===== config.mk =====
export PLATFORM = sky130hd
export DESIGN_NAME = alu_dot_product_sequencer
export DESIGN_NICKNAME = d
export VERILOG_FILES = /design/src/rtl/alu_dot_product_sequencer.sv
export SDC_FILE = /design/constraint.sdc
export NUM_CORES = 1
export LEC_CHECK = 0
export CORE_MARGIN = 3
export CORE_UTILIZATION = 30
export CTS_BUF_LIST = sky130_fd_sc_hd__clkbuf_16
export CTS_CLUSTER_DIAMETER = 30
export DETAILED_ROUTE_END_ITERATION = 7
export GPL_TIMING_DRIVEN = 0
export PLACE_DENSITY = 0.67
export REMOVE_ABC_BUFFERS = 1
export SYNTH_ARGS = -nofsm -noshare
export SYNTH_HDL_FRONTEND = slang
export SYNTH_SLANG_ARGS = --single-unit

===== constraint.sdc =====
create_clock -name clock_in -period 1.9 [get_ports clock_in]
set_input_delay 0.38 -clock clock_in [delete_from_list [all_inputs] [get_ports clock_in]]
set_output_delay 0.38 -clock clock_in [all_outputs]
set_load 0.02 [all_outputs]

===== src/rtl/alu_dot_product_sequencer.sv =====
// Dot-product sequencer: drives a shared 8-bit signed ALU with one MULTIPLY
// then one ADD per streamed operand pair and reports the accumulated sum.
module alu_dot_product_sequencer #(
  parameter int LEN_WIDTH  = 4,
  parameter int DATA_WIDTH = 8
) (
  input  logic                         clock_in,
  input  logic                         reset_in,
  input  logic                         start_in,
  input  logic [LEN_WIDTH-1:0]         length_in,
  input  logic signed [DATA_WIDTH-1:0] a_in,
  input  logic signed [DATA_WIDTH-1:0] b_in,
  input  logic                         operand_valid_in,
  output logic                         operand_ready_out,
  output logic                         alu_enable_out,
  output logic [2:0]                   alu_opcode_out,
  output logic signed [DATA_WIDTH-1:0] alu_input1_out,
  output logic signed [DATA_WIDTH-1:0] alu_input2_out,
  input  logic signed [DATA_WIDTH-1:0] alu_result_in,
  output logic                         busy_out,
  output logic                         done_out,
  output logic signed [DATA_WIDTH-1:0] result_out
);

  localparam logic [2:0] OP_ADD = 3'b000;
  localparam logic [2:0] OP_MUL = 3'b010;

  typedef enum logic [1:0] {IDLE, MUL, ACC, DONE} state_t;

  state_t                         state_reg;
  logic signed [DATA_WIDTH-1:0]   acc_reg;
  logic signed [DATA_WIDTH-1:0]   prod_reg;
  logic signed [DATA_WIDTH-1:0]   result_reg;
  logic [LEN_WIDTH-1:0]           count_reg;

  always_ff @(posedge clock_in or posedge reset_in) begin
    if (reset_in) begin
      state_reg  <= IDLE;
      acc_reg    <= '0;
      prod_reg   <= '0;
      result_reg <= '0;
      count_reg  <= '0;
    end else begin
      case (state_reg)
        IDLE: begin
          if (start_in) begin
            acc_reg    <= '0;
            result_reg <= '0;
            if (length_in != '0) begin
              count_reg <= length_in;
              state_reg <= MUL;
            end else begin
              state_reg <= DONE;
            end
          end
        end
        MUL: begin
          // Stall here indefinitely until the producer presents a pair.
          if (operand_valid_in) begin
            prod_reg  <= alu_result_in;
            state_reg <= ACC;
          end
        end
        ACC: begin
          acc_reg   <= alu_result_in;
          count_reg <= count_reg - LEN_WIDTH'(1);
          if (count_reg == LEN_WIDTH'(1)) begin
            // Capture the final sum directly from the ALU so it is valid with done.
            result_reg <= alu_result_in;
            state_reg  <= DONE;
          end else begin
            state_reg <= MUL;
          end
        end
        DONE: begin
          state_reg <= IDLE;
        end
        default: begin
          state_reg <= IDLE;
        end
      endcase
    end
  end

  // ALU drive must be combinational: the ALU answers in the same cycle.
  always_comb begin
    operand_ready_out = 1'b0;
    alu_enable_out    = 1'b0;
    alu_opcode_out    = OP_ADD;
    alu_input1_out    = '0;
    alu_input2_out    = '0;
    busy_out          = 1'b0;
    done_out          = 1'b0;
    case (state_reg)
      MUL: begin
        busy_out          = 1'b1;
        operand_ready_out = 1'b1;
        if (operand_valid_in) begin
          alu_enable_out = 1'b1;
          alu_opcode_out = OP_MUL;
          alu_input1_out = a_in;
          alu_input2_out = b_in;
        end
      end
      ACC: begin
        busy_out       = 1'b1;
        alu_enable_out = 1'b1;
        alu_opcode_out = OP_ADD;
        alu_input1_out = acc_reg;
        alu_input2_out = prod_reg;
      end
      DONE: begin
        busy_out = 1'b1;
        done_out = 1'b1;
      end
      default: begin
      end
    endcase
  end

  assign result_out = result_reg;

endmodule


==> results.cfg <==
[outcome]
outcome = complete, but fails checks
violations = setup timing

[grt]
track_usage_pct = 15.6
grt_pass1_vias = 1591
grt_max_degree = 31
antenna_found_initial = 0
grt_pass1_wl_um = 7760
grt_overflow = 0

[layout]
multi_input_area_mm2 = 0.00100
register_area_um2 = 752
nFillCells = 500
fin_cells = 336
area_delta_synth_final_pct = 70.5
final_cell_mix = clkdlybuf4s50_1, buf_4, dfrtp_1
antennaDiodeCount = 0
layout.nets = 305
layout_commonest_cell = clkdlybuf4s50_1
drive_gt1_share_pct = 34.6

[clock_network]
numCtsBuffers = 5
numClockSinks = 30
cts-root-buf = clkbuf_16
htree_levels = 2
clk_latency_ns = 0.27
cts.clk_slew.worst_paths_ns = 0.05
cts_hold_buf = 0
cts_max_path_buffers = 2
cts_tree = done

[critical_path]
cp_cell_sequence = buf_6, ha_4, and2_4, buf_4, a22oi_2, nor2b_1, buf_4
crit_top_cell = buf_4
worst_ep_required_time_ns = 1.52
end_kind = output port
startpoint = state_reg[0]$_DFFE_PP0P_
critPathLaunchType = register
reg2reg_from = state_reg[1]$_DFFE_PP0P_
cp_slowest_stage_delay_ns = 0.40
path_class = register to output port
rr_endpoint = acc_reg[0]$_DFFE_PP0P_
path_max_fanout = 5
reg2reg_depth = 5
worst-r2r-setup-slack_ns = 0.09
cp.arrival_ns = 1.63
slowest_stage = dfrtp_1

[routing]
drc = 0
wirelength_um = 5080
routedWlPerCell_um = 15.1
via_per_inst = 4.84
drtIter0Drc = 72
dr.pass1.iters = 4
ant_nets = 0
num_vias = 1625

[power]
peakVddDrop_v = 0.000738
combPwrFrac_pct = 58.4
p_switching_uw = 1710
swShare_pct = 38.6
p_total_uw = 4430
internal_power_uw = 2720
seq_power_share_pct = 25.2
power.leakage_uw = 0.00121
clock_power_share_pct = 16.4
p_per_area_mw_per_mm2 = 1540

[logic_synthesis]
synth-main-ff-cell = dfrtp_1
async_reset_ff_share_pct = 100
synth_edf_count = 0
ys_types = 34
ys_warn_count = 0
yosys_register_bits = 30
seq_area_frac_synth_pct = 44.6
syn_avg_cell_area_um2 = 9.50
syn_area_mm2 = 0.00168
syn_inst = 177

[min_path]
whs_path_depth = 2
min-delay-start = result_out[0]$_DFFE_PP0P_
min_to = result_out[0]$_DFFE_PP0P_
hp-class = register to register

[sta]
final-max-slew-violation-count = 0
report.final.hold_viol_count = 0
post-route-period-util_pct = 106
rsz0062_at_grt = true
fin_skew_ns = 0.00421
layout_setup_ws_ns = -0.107
finalSetupTns_ns = -0.993
worst_slew_pin_slew_ns = 1.13
slew-limit-headroom_pct = 24.8
finalSetupViolCount = 15
layout_min_cycle_time_ns = 2.01
clock.fmax_ghz = 0.498

[floorplan]
dieArea_mm2 = 0.00654
fp-row-count = 26
start_util_pct = 31.9
pin_count = 63
die_h_um = 80.9
coreArea_mm2 = 0.00527
fp.dieW_um = 80.9

[place]
io_buffers = 60
dp.cells = 296
place.gp.congestion = 0.732
hpwl_um = 2960
dp_worst_setup_slack_ns = -1.14

[job]
max-cap-violations = 0
-- stage by stage --
step           hold WS [ns]  instance area [um2]  utilization [%]
4_1_cts               0.485                 2720             51.5
3_3_place_gp          0.467                 2310             43.9
6_report              0.477                 2870             54.4
2_1_floorplan         0.450                 1620                -
5_1_grt               0.509                 2870             54.4
3_5_place_dp          0.474                 2310             43.9
-- synthesized netlist by cell type (2+ instances only) --
| cell type | count | area [um2] |
|---|---|---|
| buf_4 | 2 | 15.0 |
| o21ai_1 | 10 | 50.1 |
| a21oi_1 | 2 | 10.0 |
| clkbuf_1 | 2 | 7.51 |
| a2bb2oi_1 | 2 | 17.5 |
| ha_1 | 8 | 100 |
| o211ai_1 | 2 | 15.0 |
| nor3b_1 | 2 | 15.0 |
| buf_2 | 7 | 35.0 |
| nand2_1 | 27 | 101 |
| inv_1 | 7 | 26.3 |
| a221o_1 | 2 | 20.0 |
| o21ai_0 | 12 | 60.1 |
| nor2_1 | 2 | 7.51 |
| nor3_1 | 3 | 15.0 |
| dfrtp_1 | 30 | 751 |
| a22oi_1 | 16 | 120 |
| nor2b_1 | 17 | 106 |
| mux2_2 | 9 | 101 |
-- power by group through the flow --
stage | Sequential (uW) | Clock (uW) | Combinational (uW)
after floorplan | 1120 | 0 | 1100
after global placement | 1090 | 0 | 1840
after detailed placement | 1090 | 0 | 1860
after CTS | 1110 | 733 | 2370
after global routing | 1150 | 776 | 2790
final | 1120 | 725 | 2590
-- how the worst max path moves through the flow --
stage	end	slack (ns)	depth (start not counted)
after floorplan	alu_input1_out[0]	-0.51	5
after global placement	alu_input2_out[4]	-1.13	5
after detailed placement	alu_input2_out[1]	-1.14	5
after CTS	alu_input1_out[4]	-0.12	7
after global routing	alu_input2_out[0]	-0.17	7
final	alu_input1_out[2]	-0.11	7
-- routing by layer --
metal / track usage, % / vias to the layer above / part of all wire (%)
met3: 4.32 / 6 / 5.6
li1: - / 801 / -
met2: 27.1 / 47 / 52
met5: 0 / - / 0
met1: 19.3 / 771 / 42
met4: 3.04 / 0 / 0.73
-- worst max-delay path, delay by kind of cell (launching register included) --
family | cells | cell delay (ns)
buf+inv | 3 | 0.42
flops | 1 | 0.40
simple gates | 2 | 0.23
fa+ha+maj | 1 | 0.17
compound gates | 1 | 0.13
-- logic make-up after synthesis --
| logic type | after synthesis | share of synthesized area (%) |
|---|---|---|
| AOI/OAI and AO/OA | 51 | 19.9 |
| buffers and inverters | 20 | 5.43 |
| and+or+nand+nor | 56 | 16.5 |
| muxes | 11 | 7.29 |
| other | 1 | 0.223 |
| adders and majority gates | 8 | 5.95 |
| DFF | 30 | 44.6 |
-- timing repair --
action | in CTS | in global routing
gates cloned | 2 | 0
endpoints found under the setup margin | 48 | 26
gates resized for setup | 122 | 21
setup buffers | 21 | 9
pin swaps | 6 | 9
-- layout make-up --
cell class	instances	share of cell area, %
multi-input combinational	130	34.9
timing repair buffer	90	29.8
tap	70	3.05
clock inverter	3	0.436
inverter	8	1.13
clock buffer	5	4.36
sequential	30	26.2
(Power assumes the default switching activity.)
